--- config.mk ---
export PLATFORM = sky130hd
export DESIGN_NAME = sound_cmd_tx
export DESIGN_NICKNAME = d
export VERILOG_FILES = /design/src/rtl/snd_cmd_pkg.sv /design/src/rtl/snd_cmd_fifo.sv /design/src/rtl/sound_cmd_tx.sv
export SDC_FILE = /design/constraint.sdc
export NUM_CORES = 1
export LEC_CHECK = 0
export BUFFER_PORTS_ARGS = -buffer_cell sky130_fd_sc_hd__buf_2
export CORE_AREA = 2 2 63 95
export CTS_BUF_LIST = sky130_fd_sc_hd__clkbuf_8
export CTS_CLUSTER_DIAMETER = 50
export CTS_CLUSTER_SIZE = 24
export DETAILED_ROUTE_END_ITERATION = 16
export DIE_AREA = 0 0 65 97
export GPL_ROUTABILITY_DRIVEN = 0
export PLACE_DENSITY = 0.77
export SLEW_MARGIN = 25
export SYNTH_ARGS = -nofsm -noshare
export SYNTH_HDL_FRONTEND = slang
export SYNTH_HIERARCHICAL = 1
export SYNTH_SLANG_ARGS = --single-unit
export TNS_END_PERCENT = 20
--- constraint.sdc ---
create_clock -name clkm_48MHZ -period 4.2 [get_ports clkm_48MHZ]
set_clock_uncertainty 0.05 [all_clocks]
set_input_delay 0.84 -clock clkm_48MHZ [delete_from_list [all_inputs] [get_ports clkm_48MHZ]]
set_output_delay 0.84 -clock clkm_48MHZ [all_outputs]
set_load 0.05 [all_outputs]
--- src/rtl/snd_cmd_pkg.sv ---
`default_nettype none
//==============================================================================
// Module   : snd_cmd_pkg
// Desc     : Shared types and constants for the sound-command transmitter.
// Revision : 1.0 - initial release
//==============================================================================
package snd_cmd_pkg;

  typedef enum logic [2:0] {
    S_IDLE     = 3'd0,
    S_SETUP    = 3'd1,
    S_STROBE   = 3'd2,
    S_HOLD     = 3'd3,
    S_WAIT_ACK = 3'd4
  } snd_state_t;

  typedef enum logic {
    KIND_CMD = 1'b0,
    KIND_NMI = 1'b1
  } snd_kind_t;

  localparam int ST_EMPTY = 0;
  localparam int ST_FULL  = 1;
  localparam int ST_OVF   = 2;
  localparam int ST_TMO   = 3;

  function automatic int max_of4(input int a, input int b, input int c, input int d);
    int m;
    m = a;
    if (b > m) m = b;
    if (c > m) m = c;
    if (d > m) m = d;
    return m;
  endfunction

endpackage
`default_nettype wire

--- src/rtl/snd_cmd_fifo.sv ---
`default_nettype none
//==============================================================================
// Module   : snd_cmd_fifo
// Desc     : Synchronous byte FIFO; a push into a full FIFO is accepted only
//            when a pop happens in the same cycle.
// Revision : 1.0 - initial release
//==============================================================================
module snd_cmd_fifo #(
  parameter int DEPTH = 4
) (
  input  logic                   clk,
  input  logic                   rst,
  input  logic                   push,
  input  logic                   pop,
  input  logic [7:0]             din,
  output logic [7:0]             dout,
  output logic [$clog2(DEPTH):0] count,
  output logic                   empty,
  output logic                   full
);

  localparam int c_AW = $clog2(DEPTH);
  localparam int c_CW = c_AW + 1;

  logic [7:0]      r_mem [DEPTH];
  logic [c_AW-1:0] r_wr_ptr;
  logic [c_AW-1:0] r_rd_ptr;
  logic [c_CW-1:0] r_count;
  logic            w_push;
  logic            w_pop;

  assign empty  = (r_count == '0);
  assign full   = (r_count == c_CW'(DEPTH));
  assign w_pop  = pop && !empty;
  assign w_push = push && (!full || w_pop);
  assign dout   = r_mem[r_rd_ptr];
  assign count  = r_count;

  always_ff @(posedge clk) begin
    if (w_push) r_mem[r_wr_ptr] <= din;
  end

  // DEPTH is a power of two, so the pointers wrap naturally
  always_ff @(posedge clk) begin
    if (rst) begin
      r_wr_ptr <= '0;
      r_rd_ptr <= '0;
      r_count  <= '0;
    end else begin
      if (w_push) r_wr_ptr <= r_wr_ptr + c_AW'(1);
      if (w_pop)  r_rd_ptr <= r_rd_ptr + c_AW'(1);
      case ({w_push, w_pop})
        2'b10:   r_count <= r_count + c_CW'(1);
        2'b01:   r_count <= r_count - c_CW'(1);
        default: r_count <= r_count;
      endcase
    end
  end

endmodule
`default_nettype wire

--- src/rtl/sound_cmd_tx.sv ---
`default_nettype none
//==============================================================================
// Module   : sound_cmd_tx
// Desc     : Queues main-CPU sound commands and strobes them to the sound board
//            with an ack handshake on DB3; also forwards NMI-gate writes.
//            Optional: define SND_CMD_TIMEOUT_EN for a WAIT_ACK timeout.
// Revision : 1.0 - initial release
//==============================================================================
module sound_cmd_tx #(
  parameter int FIFO_DEPTH  = 4,
  parameter int SETUP_W     = 2,
  parameter int STROBE_W    = 3,
  parameter int HOLD_W      = 2,
  parameter int ACK_TIMEOUT = 48000
) (
  input  logic       clkm_48MHZ,
  input  logic       SND_RST,
  input  logic       cmd_wr,
  input  logic [7:0] cmd_data,
  input  logic       nmi_wr,
  input  logic       nmi_data,
  input  logic       stat_clr,
  input  logic       DB3_in,
  output logic [7:0] CPU_DIN,
  output logic       EPORT1,
  output logic       EPORT2,
  output logic [7:0] status
);

  import snd_cmd_pkg::*;

`ifdef SND_CMD_TIMEOUT_EN
  localparam int c_PH_MAX = max_of4(SETUP_W, STROBE_W, HOLD_W, ACK_TIMEOUT);
`else
  localparam int c_PH_MAX = max_of4(SETUP_W, STROBE_W, HOLD_W, 2);
`endif
  localparam int c_PH_W  = $clog2(c_PH_MAX + 1);
  localparam int c_CNT_W = $clog2(FIFO_DEPTH) + 1;

  localparam logic [c_PH_W-1:0] c_SETUP_LAST  = c_PH_W'(SETUP_W - 1);
  localparam logic [c_PH_W-1:0] c_STROBE_LAST = c_PH_W'(STROBE_W - 1);
  localparam logic [c_PH_W-1:0] c_HOLD_LAST   = c_PH_W'(HOLD_W - 1);

  snd_state_t          r_state;
  snd_kind_t           r_kind;
  logic [c_PH_W-1:0]   r_phase;
  logic                r_nmi_pend;
  logic                r_nmi_val;
  logic                r_ovf;
  logic                w_tmo_bit;
  logic                w_pop;
  logic                w_ack;
  logic                w_ovf_evt;
  logic [7:0]          w_fifo_dout;
  logic [c_CNT_W-1:0]  w_count;
  logic                w_fifo_empty;
  logic                w_fifo_full;

  snd_cmd_fifo #(
    .DEPTH (FIFO_DEPTH)
  ) u_fifo (
    .clk   (clkm_48MHZ),
    .rst   (SND_RST),
    .push  (cmd_wr),
    .pop   (w_pop),
    .din   (cmd_data),
    .dout  (w_fifo_dout),
    .count (w_count),
    .empty (w_fifo_empty),
    .full  (w_fifo_full)
  );

  // NMI requests outrank queued commands
  assign w_pop     = (r_state == S_IDLE) && !r_nmi_pend && !w_fifo_empty;
  assign w_ovf_evt = cmd_wr && w_fifo_full && !w_pop;
  // The first WAIT_ACK cycle ignores DB3 while the board latch settles
  assign w_ack     = (r_state == S_WAIT_ACK) && (r_phase != '0) && !DB3_in;

`ifdef SND_CMD_TIMEOUT_EN
  localparam logic [c_PH_W-1:0] c_TMO_LAST = c_PH_W'(ACK_TIMEOUT - 1);

  logic r_tmo;
  logic w_tmo_evt;

  assign w_tmo_evt = (r_state == S_WAIT_ACK) && !w_ack && (r_phase == c_TMO_LAST);
  assign w_tmo_bit = r_tmo;

  always_ff @(posedge clkm_48MHZ) begin
    if (SND_RST)        r_tmo <= 1'b0;
    else if (w_tmo_evt) r_tmo <= 1'b1;
    else if (stat_clr)  r_tmo <= 1'b0;
  end
`else
  // No timeout hardware; ACK_TIMEOUT is referenced only to keep it in the interface
  assign w_tmo_bit = (ACK_TIMEOUT < 0);
`endif

  always_ff @(posedge clkm_48MHZ) begin
    if (SND_RST) begin
      r_state <= S_IDLE;
      r_kind  <= KIND_CMD;
      r_phase <= '0;
      CPU_DIN <= 8'h00;
      EPORT1  <= 1'b0;
      EPORT2  <= 1'b0;
    end else begin
      case (r_state)
        S_IDLE: begin
          r_phase <= '0;
          if (r_nmi_pend) begin
            CPU_DIN <= {7'b0, r_nmi_val};
            r_kind  <= KIND_NMI;
            r_state <= S_SETUP;
          end else if (!w_fifo_empty) begin
            CPU_DIN <= w_fifo_dout;
            r_kind  <= KIND_CMD;
            r_state <= S_SETUP;
          end
        end
        S_SETUP: begin
          if (r_phase == c_SETUP_LAST) begin
            r_phase <= '0;
            r_state <= S_STROBE;
            EPORT1  <= (r_kind == KIND_CMD);
            EPORT2  <= (r_kind == KIND_NMI);
          end else begin
            r_phase <= r_phase + c_PH_W'(1);
          end
        end
        S_STROBE: begin
          if (r_phase == c_STROBE_LAST) begin
            r_phase <= '0;
            r_state <= S_HOLD;
            EPORT1  <= 1'b0;
            EPORT2  <= 1'b0;
          end else begin
            r_phase <= r_phase + c_PH_W'(1);
          end
        end
        S_HOLD: begin
          if (r_phase == c_HOLD_LAST) begin
            r_phase <= '0;
            r_state <= (r_kind == KIND_CMD) ? S_WAIT_ACK : S_IDLE;
          end else begin
            r_phase <= r_phase + c_PH_W'(1);
          end
        end
        S_WAIT_ACK: begin
          if (w_ack) begin
            r_phase <= '0;
            r_state <= S_IDLE;
          end
`ifdef SND_CMD_TIMEOUT_EN
          else if (w_tmo_evt) begin
            r_phase <= '0;
            r_state <= S_IDLE;
          end else begin
            r_phase <= r_phase + c_PH_W'(1);
          end
`else
          else if (r_phase == '0) begin
            r_phase <= c_PH_W'(1);
          end
`endif
        end
        default: begin
          r_phase <= '0;
          r_state <= S_IDLE;
        end
      endcase
    end
  end

  // A write before service overwrites the pending value
  always_ff @(posedge clkm_48MHZ) begin
    if (SND_RST) begin
      r_nmi_pend <= 1'b0;
      r_nmi_val  <= 1'b0;
    end else if (nmi_wr) begin
      r_nmi_pend <= 1'b1;
      r_nmi_val  <= nmi_data;
    end else if (r_state == S_IDLE) begin
      r_nmi_pend <= 1'b0;
    end
  end

  always_ff @(posedge clkm_48MHZ) begin
    if (SND_RST)        r_ovf <= 1'b0;
    else if (w_ovf_evt) r_ovf <= 1'b1;
    else if (stat_clr)  r_ovf <= 1'b0;
  end

  always_comb begin
    status           = 8'h00;
    status[ST_EMPTY] = (w_count == '0);
    status[ST_FULL]  = (w_count == c_CNT_W'(FIFO_DEPTH));
    status[ST_OVF]   = r_ovf;
    status[ST_TMO]   = w_tmo_bit;
  end

endmodule
`default_nettype wire

==> flow_metrics.tcl, run 1 <==
set metrics [dict create \
    status "completed" \
    area_delta_synth_final_pct 11.11 \
    synth_top_area_share_pct 35.99 \
    wire_per_inst_um 15.15 \
    remaining_drc_errors 0 \
    antenna_found_initial 0 \
    vias 1691 \
    required_ns 4.34 \
    initial_core_util_pct 49.36 \
    endpoint_kind "register" \
    rsz0062_at_grt "no" \
    grt.total_usage_pct 16.47 \
    cts_buffers 9 \
    clkSinkCount 60 \
    grt_max_degree 30 \
    path_clk_slew_ns 0.07 \
    fp.dieArea_mm2 0.006305 \
    report.final.hold_viol_count 0 \
    ys_seq_area_share_pct 56.98 \
    ant_nets 0 \
    path_class "register to register" \
    worstMarginPinSlew_ns 0.5797 \
    drv_cap 0 \
    final_util_pct 54.85 \
    n_antenna_cell 0 \
    crit_arrival_ns 2.91 \
    core_mm2 0.005409 \
    fin_crit_ns 2.763 \
    relSlewSlack_pct 61.15 \
    synth_edf_count 32 \
    hold_buffers 0 \
    ys_top_cells_by_count "edfxtp_1, dfxtp_1, a21oi_1, nor2_1, nand3_1" \
    insertion_delay_ns 0.33 \
    num_io_pins 33 \
    vdd_drop_max_mv 0.2466 \
    grt_pass1_vias 1684 \
    port-buffer-count 27 \
    cts-root-buf "clkbuf_8" \
    synthFlopType "edfxtp_1" \
    critPathMaxFanout 11 \
    async_flop_share_pct 0 \
    cts-htree-levels 3 \
    finalCritPeriodShare_pct 65.78 \
    rows 33 \
    post_cts_buffers 0 \
    synth_largest_area_cell "edfxtp_1" \
    routed_wl_um 4771 \
    grt_first_pass_wirelength_um 7748 \
    post_cts_resized 0 \
    dpl.hpwl_um 3247 \
    final_nets 260 \
    grt-ovfl-total 0 \
    die_y_um 97 \
    fin_setup_tns_ns 0 \
    synth.most_common_cell "edfxtp_1" \
    clock_path_buffers 2 \
    synth.avg_cell_area_um2 12.36 \
    avgViaCountPerCell 5.368 \
    die_w_um 65 \
    synth_cells 216 \
    min_path_type "register to register" \
    yosysWarnings 6 \
    clock.fmax_ghz 0.3619 \
    setup_viol 0 \
    first_pass_iters 4 \
    ys_types 48 \
    drt_iter0_markers 91 \
    power_density_mw_per_mm2 471.1 \
    p_leak_uw 0.001059 \
    yosys-top-cells-area "edfxtp_1, dfxtp_1, mux4_2" \
    crit_path_start_kind "register" \
    drive_gt1_share_pct 25.31 \
    slew_viol_final 0 \
    cts_tree "done" \
    netlist_area_mm2 0.002670 \
    ys_seq_elements 60 \
]
-- power breakdown --
part / leakage [uW] / internal, uW / total (uW) / switching, uW
Clock: 0.0000976 / 266 / 482 / 216
Combinational: 0.000440 / 77.3 / 226 / 148
Sequential: 0.000522 / 657 / 689 / 32.7
Total: 0.00106 / 1000 / 1400 / 397
-- worst max-delay path, cell delays in order (launching register included) --
cell and delay [ns]:
dfxtp_1 0.41, or3_4 0.50, nor3_2 0.47, nor2b_1 0.28, nand2_1 0.11, fa_1 0.40, nor2b_1 0.16, nand2b_1 0.08
nand3_1 0.08, a31oi_1 0.08
-- through the flow --
stage / worst slack, ns / cells / hold WS [ns] / cell area [um2] / power, uW
after floorplan: 1.716 / 220 / 0.3956 / 2685 / 888.6
after global placement: 1.612 / 299 / 0.4082 / 2783 / 920.4
after detailed placement: 1.476 / 299 / 0.4236 / 2783 / 926.8
after CTS: 1.461 / 315 / 0.4312 / 2967 / 1414
after global routing: 1.246 / 315 / 0.4485 / 2967 / 1471
final: 1.437 / 315 / 0.4260 / 2967 / 1397
-- area by class of cell --
cell class | instances | area (um2)
Clock buffer | 9 | 123.9
Timing Repair Buffer | 27 | 135.1
Fill cell | 480 | 2442
Tap cell | 70 | 87.58
Multi-Input combinational cell | 135 | 1012
Sequential cell | 60 | 1521
Clock inverter | 7 | 60.06
Inverter | 7 | 26.28
-- registers in the layout, indices dropped and copies added (netlist names), named ones only --
signal,count
u_fifo/r_mem,32
CPU_DIN,8
r_state,3
u_fifo/count,3
r_phase,2
u_fifo/r_rd_ptr,2
u_fifo/r_wr_ptr,2
EPORT1,1
EPORT2,1
r_kind,1
r_nmi_pend,1
r_nmi_val,1
r_ovf,1
-- metal layers --
layer	part of all wire [%]	global-route usage [%]	up-vias
met4	3.7	10.64	0
met1	41	18.47	801
met5	0	0	-
met3	4.0	4.884	18
met2	51	26.65	45
li1	-	-	827
-- layout by cell type (no fill, tap or decap), drive strengths merged, types with 4 or more instances in the layout --
master | synthesis | layout
dfxtp | 28 | 28
nand2b | 4 | 4
nor3 | 4 | 4
o21ai | 13 | 13
mux4 | 8 | 8
nand2 | 8 | 8
clkinv | 0 | 4
edfxtp | 32 | 32
and2 | 5 | 5
conb | 1 | 5
nor2 | 13 | 13
a21oi | 16 | 16
nand3 | 10 | 10
clkbuf | 2 | 9
buf | 16 | 27
inv | 7 | 8
ha | 4 | 4
nor2b | 8 | 8
-- cell families (layout without fill, tap and decap cells) --
group                      after synthesis  in the layout  synth area share (%)
and+or+nand+nor                         65             65                 14.57
DFF                                     60             60                 56.98
AOI/OAI and AO/OA                       42             42                 9.653
buffers and inverters                   25             50                 5.670
muxes                                   13             13                 8.716
adders and majority gates                5              5                 2.624
xor gates and xnor gates                 5              5                 1.640
other                                    1              5                0.1404
-- worst paths after layout --
path,start,end,slack (ns),depth (start not counted)
hold / removal,r_ovf,r_ovf,0.43,2
setup reg to reg,r_state[0],u_fifo/count[2],1.44,9
hold reg to reg,r_ovf,r_ovf,0.43,2
setup / recovery,r_state[0],u_fifo/count[2],1.44,9
(Power assumes the default switching activity.)
==> run 2, diff against run 1 <==
==> constraint.sdc (replaced) <==
create_clock -name clkm_48MHZ -period 2.8 [get_ports clkm_48MHZ]
set_clock_uncertainty 0.05 [all_clocks]
set_input_delay 0.56 -clock clkm_48MHZ [delete_from_list [all_inputs] [get_ports clkm_48MHZ]]
set_output_delay 0.56 -clock clkm_48MHZ [all_outputs]
set_load 0.05 [all_outputs]
==> run 2 against run 1 <==
Compared with the run above: combinational power rose by 51%; final cell count is 0.32% higher; global-route usage up 0.26 points; setup slack worse by 1.0 ns; first-iteration DRC count up 18%; maximum frequency increased by 17%; routed wire length down 2.5%; clock-buffer cell count stayed put; worst hold slack worse by 0.035 ns; register-to-register slack lost 1.0 ns; cell area increased by 0.84%; critical endpoint unchanged.
==> flow_metrics.tcl, run 2 (synthesized netlist as in run 1, its figures left out) <==
set metrics [dict create \
    crit_family "simple AND/OR/NAND/NOR gates" \
    port-buffer-count 27 \
    slew_viol_final 0 \
    clkSinkCount 60 \
    grt_max_degree 30 \
    crit_path_start_kind "register" \
    grt_first_pass_wirelength_um 7976 \
    required_ns 2.94 \
    final_cell_mix "edfxtp_1, dfxtp_1, buf_2, a21oi_1, nor2_1" \
    clock.fmax_ghz 0.4222 \
    worstMarginPinSlew_ns 0.5221 \
    critPathLaunch "r_state[0]" \
    crit_arrival_ns 2.51 \
    critical_path.max_stage_delay_ns 0.50 \
    min-delay-start "cmd_data[5]" \
    dpl.hpwl_um 3173 \
    rows 33 \
    drive_gt1_share_pct 26.42 \
    detailed_place.area_mm2 0.002790 \
    n_antenna_cell 0 \
    drt_iter0_markers 107 \
    grt-ovfl-total 0 \
    remaining_drc_errors 0 \
    p_leak_uw 0.001066 \
    worst_path_most_repeated_cell "nor2b_1" \
    r2r_start "r_state[0]" \
    n_fill_cell 461 \
    multi_input_area_mm2 0.001012 \
    hold_buffers 0 \
    setup_viol 0 \
    crit_chain "or3_4, nor3_2, nor2b_1, nand2_1, fa_1, nor2b_1, nand2b_1, nand3_1, a31oi_1" \
    cts_tree "done" \
    report.final.hold_viol_count 0 \
    stdcell_area_mm2 0.002992 \
    relSlewSlack_pct 65.14 \
    drv_cap 0 \
    min_path_type "input pin to register" \
    area_delta_synth_final_pct 12.04 \
    fin_setup_tns_ns 0 \
    reg_top3 "u_fifo/r_mem x32, CPU_DIN x8" \
    post_cts_buffers 0 \
    grt.total_usage_pct 16.74 \
    initial_core_util_pct 49.36 \
    path_class "register to register" \
    grt_pass1_vias 1660 \
    r2r_cells 9 \
    fp.dieArea_mm2 0.006305 \
    die_y_um 97 \
    wire_per_inst_um 14.72 \
    finalCritPeriodShare_pct 84.60 \
    whs_path_depth 1 \
    rrSetupSlack_ns 0.43 \
    rsz0062_at_grt "no" \
    ant_nets 0 \
    endpoint_kind "register" \
    first_pass_iters 5 \
    seq_area_mm2 0.001521 \
    path_clk_slew_ns 0.07 \
    core_mm2 0.005409 \
    routed_wl_um 4650 \
    r2r-end "u_fifo/count[2]" \
    power_density_mw_per_mm2 714.5 \
    largest_reg_flops 32 \
    fin_total_pwr_uw 2137 \
    cts_buffers 9 \
    fin_crit_ns 2.369 \
    insertion_delay_ns 0.33 \
    path_buf_inv 0 \
    clock_path_buffers 2 \
    avgViaCountPerCell 5.282 \
    num_io_pins 33 \
    cts-root-buf "clkbuf_8" \
    critPathMaxFanout 11 \
    cts-htree-levels 3 \
    die_w_um 65 \
    antenna_found_initial 0 \
    post_cts_resized 0 \
    final_common_cell "edfxtp_1" \
    status "completed" \
    vias 1669 \
    regMostFlops "u_fifo/r_mem" \
    vdd_drop_max_mv 0.3977 \
    crit_slowest_cell "or3_4" \
    final_nets 261 \
    hold_end "u_fifo/r_mem[0][5]" \
]
-- run 2: cell types whose count changed in the layout (fill, tap and decap cells not counted) --
cell	change
clkinv_1	-1
buf_4	+1
clkinv_4	+4
inv_1	-1
clkinv_2	-2
-- run 2: per-layer routing --
metal	global-route usage, %	share of wire, %	vias up
li1	-	-	827
met1	19.14	42	797
met2	27.36	52	33
met3	4.186	3.1	12
met4	10.47	2.7	0
met5	0	0	-
-- run 2: layout make-up --
cell class	instances	area share [%]
clock buffer	9	4.141
clock inverter	7	2.593
inverter	7	0.8783
multi-input combinational	135	33.84
sequential	60	50.86
tap	70	2.928
timing repair buffer	28	4.768
-- run 2: report_power, final --
part	switching [uW]	leakage [uW]	internal (uW)	total [uW]
clock	349	0.0000994	414	763
combinational	222	0.000445	119	341
sequential	48.7	0.000522	985	1030
-- run 2: worst max-delay path by stage --
stage	endpoint	slack, ns	depth (start not counted)
floorplan	u_fifo/count[2]	0.46	12
global placement	u_fifo/count[2]	0.55	9
detailed placement	u_fifo/count[2]	0.47	9
CTS	u_fifo/count[2]	0.47	9
global route	u_fifo/count[2]	0.22	9
finish	u_fifo/count[2]	0.43	9
-- run 2: through the flow --
stage / worst slack, ns / hold slack (ns) / utilization [%] / std cells
4_1_cts: 0.4723 / 0.3754 / 55.31 / 316
2_1_floorplan: 0.4610 / 0.3956 / - / 220
5_1_grt: 0.2225 / 0.3796 / 55.31 / 316
3_3_place_gp: 0.5509 / 0.4079 / 51.58 / 300
3_5_place_dp: 0.4662 / 0.4194 / 51.58 / 300
6_report: 0.4312 / 0.3908 / 55.31 / 316
